$ cat src/rtl/tt_um_addon_hypot.sv
// Integer hypotenuse engine: floor(sqrt(x*x + y*y)), saturated to 8 bits.
// Free-running load/square/restoring-root/done loop, one result per 12 clocks.
module tt_um_addon_hypot (
    input  logic       clk,
    input  logic       rst_n,
    input  logic       ena,
    input  logic [7:0] ui_in,
    input  logic [7:0] uio_in,
    output logic [7:0] uo_out,
    output logic [7:0] uio_out,
    output logic [7:0] uio_oe
);

    typedef enum logic [1:0] {
        LOAD,
        SQUARE,
        ROOT,
        DONE
    } state_t;

    state_t      state_q;
    logic [7:0]  x_q;
    logic [7:0]  y_q;
    logic [16:0] sum_q;
    logic [8:0]  root_q;
    logic [3:0]  cnt_q;

    logic [8:0]  cand;
    logic [17:0] cand_sq;
    logic [16:0] x_sq;
    logic [16:0] y_sq;
    logic        unused_ok;

    assign uio_out   = 8'h00;
    assign uio_oe    = 8'h00;
    assign unused_ok = ena;

    // 511^2 fits in 18 bits, so the candidate square never truncates
    always_comb begin
        cand    = root_q | (9'd1 << cnt_q);
        cand_sq = {9'd0, cand} * {9'd0, cand};
        x_sq    = {9'd0, x_q} * {9'd0, x_q};
        y_sq    = {9'd0, y_q} * {9'd0, y_q};
    end

    always_ff @(posedge clk or negedge rst_n) begin
        if (!rst_n) begin
            state_q <= LOAD;
            x_q     <= 8'd0;
            y_q     <= 8'd0;
            sum_q   <= 17'd0;
            root_q  <= 9'd0;
            cnt_q   <= 4'd0;
            uo_out  <= 8'd0;
        end else begin
            unique case (state_q)
                LOAD: begin
                    x_q     <= ui_in;
                    y_q     <= uio_in;
                    state_q <= SQUARE;
                end
                SQUARE: begin
                    sum_q   <= x_sq + y_sq;
                    root_q  <= 9'd0;
                    cnt_q   <= 4'd8;
                    state_q <= ROOT;
                end
                ROOT: begin
                    if (cand_sq <= {1'b0, sum_q}) begin
                        root_q <= cand;
                    end
                    if (cnt_q == 4'd0) begin
                        state_q <= DONE;
                    end else begin
                        cnt_q <= cnt_q - 4'd1;
                    end
                end
                DONE: begin
                    uo_out  <= root_q[8] ? 8'hFF : root_q[7:0];
                    state_q <= LOAD;
                end
                default: state_q <= LOAD;
            endcase
        end
    end

endmodule

$ cat config.mk
export PLATFORM = sky130hd
export DESIGN_NAME = tt_um_addon_hypot
export DESIGN_NICKNAME = d
export VERILOG_FILES = /design/src/rtl/tt_um_addon_hypot.sv
export SDC_FILE = /design/constraint.sdc
export NUM_CORES = 1
export LEC_CHECK = 0
export CORE_MARGIN = 5
export CORE_UTILIZATION = 32
export DETAILED_ROUTE_END_ITERATION = 7
export PLACE_DENSITY = 0.49
export SLEW_MARGIN = 20
export SYNTH_ARGS = -nofsm -noshare
export SYNTH_HDL_FRONTEND = slang
export SYNTH_SLANG_ARGS = --single-unit
$ cat constraint.sdc
create_clock -name clk -period 11.2 [get_ports clk]
set_input_delay 2.24 -clock clk [delete_from_list [all_inputs] [get_ports clk]]
set_output_delay 2.24 -clock clk [all_outputs]
set_load 0.01 [all_outputs]
==> results_dict.tcl <==
set metrics [dict create \
    cts_buffer_depth 2 \
    startpoint "cnt_q[0]" \
    place_ws_ns 3.99 \
    cts-htree-levels 2 \
    clock_latency_ns 0.32 \
    ctsResizeCount 0 \
    hold_class "reg -> reg" \
    pin_count 43 \
    place.port_buffers 25 \
    hold_viol 0 \
    rows 59 \
    clkTransAtPathRegs_ns 0.09 \
    drc 0 \
    crit-reg2reg-launch "cnt_q[0]" \
    antenna_found_initial 0 \
    grt_max_degree 57 \
    synth-seq-cells 56 \
    fin_crit_ns 7.27 \
    grt_overflow 0 \
    totalWireLength_microns 17300 \
    endpoint_kind "flop" \
    syn-cell-area_sq_mm 0.00854 \
    post_cts_buffers 0 \
    antenna_left 0 \
    finalCritPeriodShare 0.650 \
    grt_pass1_vias 6318 \
    totalNegativeSetupSlack_ns 0 \
    crit_required_ns 11.42 \
    dr_total_vias 5917 \
    seq_area_frac_synth 0.164 \
    relSlewSlack 0.474 \
    via_per_inst 4.64 \
    start_util 0.326 \
    grt.total_usage 0.123 \
    status "finished, final reports clean" \
    ys_types 58 \
    crit_path_max_fanout 9 \
    die_h_microns 173 \
    worst_pin_slew_ns 0.789 \
    worst_slack_ns 3.93 \
    synth_cells 921 \
    place.gp.congestion 0.761 \
    yosysWarningCount 0 \
    rsz0062_at_grt "false" \
    n_antenna_cell 0 \
    crit_type "reg -> reg" \
    arrival_ns 7.50 \
    setup_viol_count_final 0 \
    cts.hold.buffers_added 0 \
    synth.avg_cell_area_sq_um 9.28 \
    skew_ns 0.0153 \
    wl_per_cell_microns 13.6 \
    drt-initial-drc-count 170 \
    grt_pass1_wl_microns 30900 \
    start_kind "flop" \
    hp-start "sum_q[11]" \
    drv_cap 0 \
    max_freq_mhz 137 \
    drive_above_1_share 0.0543 \
    dpl.hpwl_microns 14200 \
    fp.dieW_microns 173 \
    fill_cells 2695 \
    seq_area_sq_mm 0.00140 \
    cts_tree "yes" \
    drt_first_pass_iters 4 \
    cts.sinks 56 \
    finalMaxSlewViolations 0 \
    die_area_sq_mm 0.0301 \
    coreArea_sq_mm 0.0262 \
    syn2layout_area_growth_pct 8.35 \
    nets 1184 \
    multi_input_area_sq_mm 0.00626 \
    cts_root_buf "clkbuf_16" \
    cts_buffers 5 \
]
==> cells by family (layout without fill, tap and decap cells) <==
family / Yosys count / count (layout) / synth area share
AOI/OAI and AO/OA: 122 / 122 / 0.108
xor gates and xnor gates: 32 / 32 / 0.0328
adders and majority gates: 227 / 227 / 0.429
buffers and inverters: 234 / 237 / 0.111
DFF: 56 / 56 / 0.164
muxes: 19 / 19 / 0.0245
other: 1 / 16 / 0.000439
and+or+nand+nor: 230 / 230 / 0.131
==> layout make-up <==
cell class	count	share of cell area
Clock buffer	5	0.0135
Clock inverter	3	0.00297
Inverter	200	0.0811
Multi-Input combinational cell	646	0.676
Sequential cell	56	0.151
Tap cell	335	0.0453
Timing Repair Buffer	29	0.0297
==> cell usage in the layout (no fill, tap or decap), drive strengths merged, types with 6 or more instances in the layout <==
master         Yosys  routed
inv              199     200
ha               117     117
fa               110     110
nor2              66      66
nand2             62      62
dfrtp             56      56
and2              42      42
a21oi             39      39
clkdlybuf4s50      0      24
o21ai             23      23
xnor2             22      22
conb               1      16
mux2              15      15
a21o              13      13
nand3             12      12
nor2b             11      11
xor2              10      10
nand2b             9       9
o41ai              9       9
nor3               6       6
==> through the flow <==
step           hold slack (ns)  area [sq um]  cells   util
2_1_floorplan            0.449          8600    936      -
3_3_place_gp             0.484          9100   1266  0.347
3_5_place_dp             0.481          9100   1266  0.347
4_1_cts                  0.500          9250   1274  0.353
5_1_grt                  0.515          9260   1274  0.353
6_report                 0.493          9260   1274  0.353
==> cell usage after synthesis (all sizes together) <==
library cell	n	area share
or3	3	0.0028
nand2	62	0.027
o311ai	2	0.0021
and4	1	0.0010
a211oi	4	0.0035
nand3b	2	0.0018
a2111oi	4	0.0092
o21a	5	0.0044
inv	199	0.087
clkinv	1	0.00044
mux2	15	0.020
a31oi	5	0.0037
xor2	10	0.010
o211ai	4	0.0035
xnor2	22	0.023
or4	4	0.0035
o41ai	9	0.017
a21oi	39	0.024
fa	110	0.26
mux2i	4	0.0047
o21bai	2	0.0031
nand2b	9	0.0066
nor2	66	0.029
nand3	12	0.0070
o22a	1	0.0010
nor4	2	0.0015
nand4	4	0.0029
clkbuf	14	0.0062
o31ai	1	0.00088
conb	1	0.00044
ha	117	0.17
and2	42	0.031
dfrtp	56	0.16
nor3	6	0.0035
and3	3	0.0022
a211o	3	0.0031
o21ai	23	0.013
or2	3	0.0022
o22ai	2	0.0022
a21o	13	0.012
o2111ai	2	0.0021
buf	20	0.017
a221oi	3	0.0031
nor2b	11	0.0089
==> worst max-delay path, cell delays in order, from the launching register on <==
cell	delay [ns]
dfrtp_1	0.45
inv_1	0.11
ha_1	0.23
a21oi_1	0.61
clkinv_1	0.51
nand2_1	0.21
inv_1	0.07
fa_1	0.46
fa_1	0.51
fa_1	0.54
inv_1	0.05
fa_1	0.52
inv_1	0.04
ha_1	0.32
a21oi_1	0.33
nand2b_1	0.10
o2111ai_1	0.28
nand2_1	0.12
xor2_1	0.17
ha_1	0.32
a211oi_1	0.25
a21oi_1	0.14
a2111oi_4	0.39
o21bai_4	0.19
o41ai_2	0.23
==> state kept, by name, indices dropped and copies added, names as in the netlist <==
| name | cells |
|---|---|
| sum_q | 17 |
| root_q | 9 |
| uo_out | 8 |
| x_q | 8 |
| y_q | 8 |
| cnt_q | 4 |
| state_q | 2 |
==> per-layer routing <==
layer | up-vias | global-route usage | wire (microns)
met3 | 7 | 0.0161 | 409
li1 | 2920 | - | -
met4 | 0 | 0.0200 | 139
met1 | 2933 | 0.172 | 8800
met5 | - | 0 | 0
met2 | 57 | 0.207 | 7980
==> path summary, 6_finish.rpt <==
check | to | slack (ns) | cells after the start
hold / removal | sum_q[11] | 0.49 | 2
setup / recovery | root_q[3] | 3.93 | 24
min in group asynchronous | sum_q[2] | 2.08 | 2
setup reg to reg | root_q[3] | 3.93 | 24
max in group asynchronous | root_q[4] | 8.61 | 2
hold reg to reg | sum_q[11] | 0.49 | 2
Power is left out: the tool's default activity adds up to more than one toggle a clock period on the data nets, which glitch-free logic cannot reach.
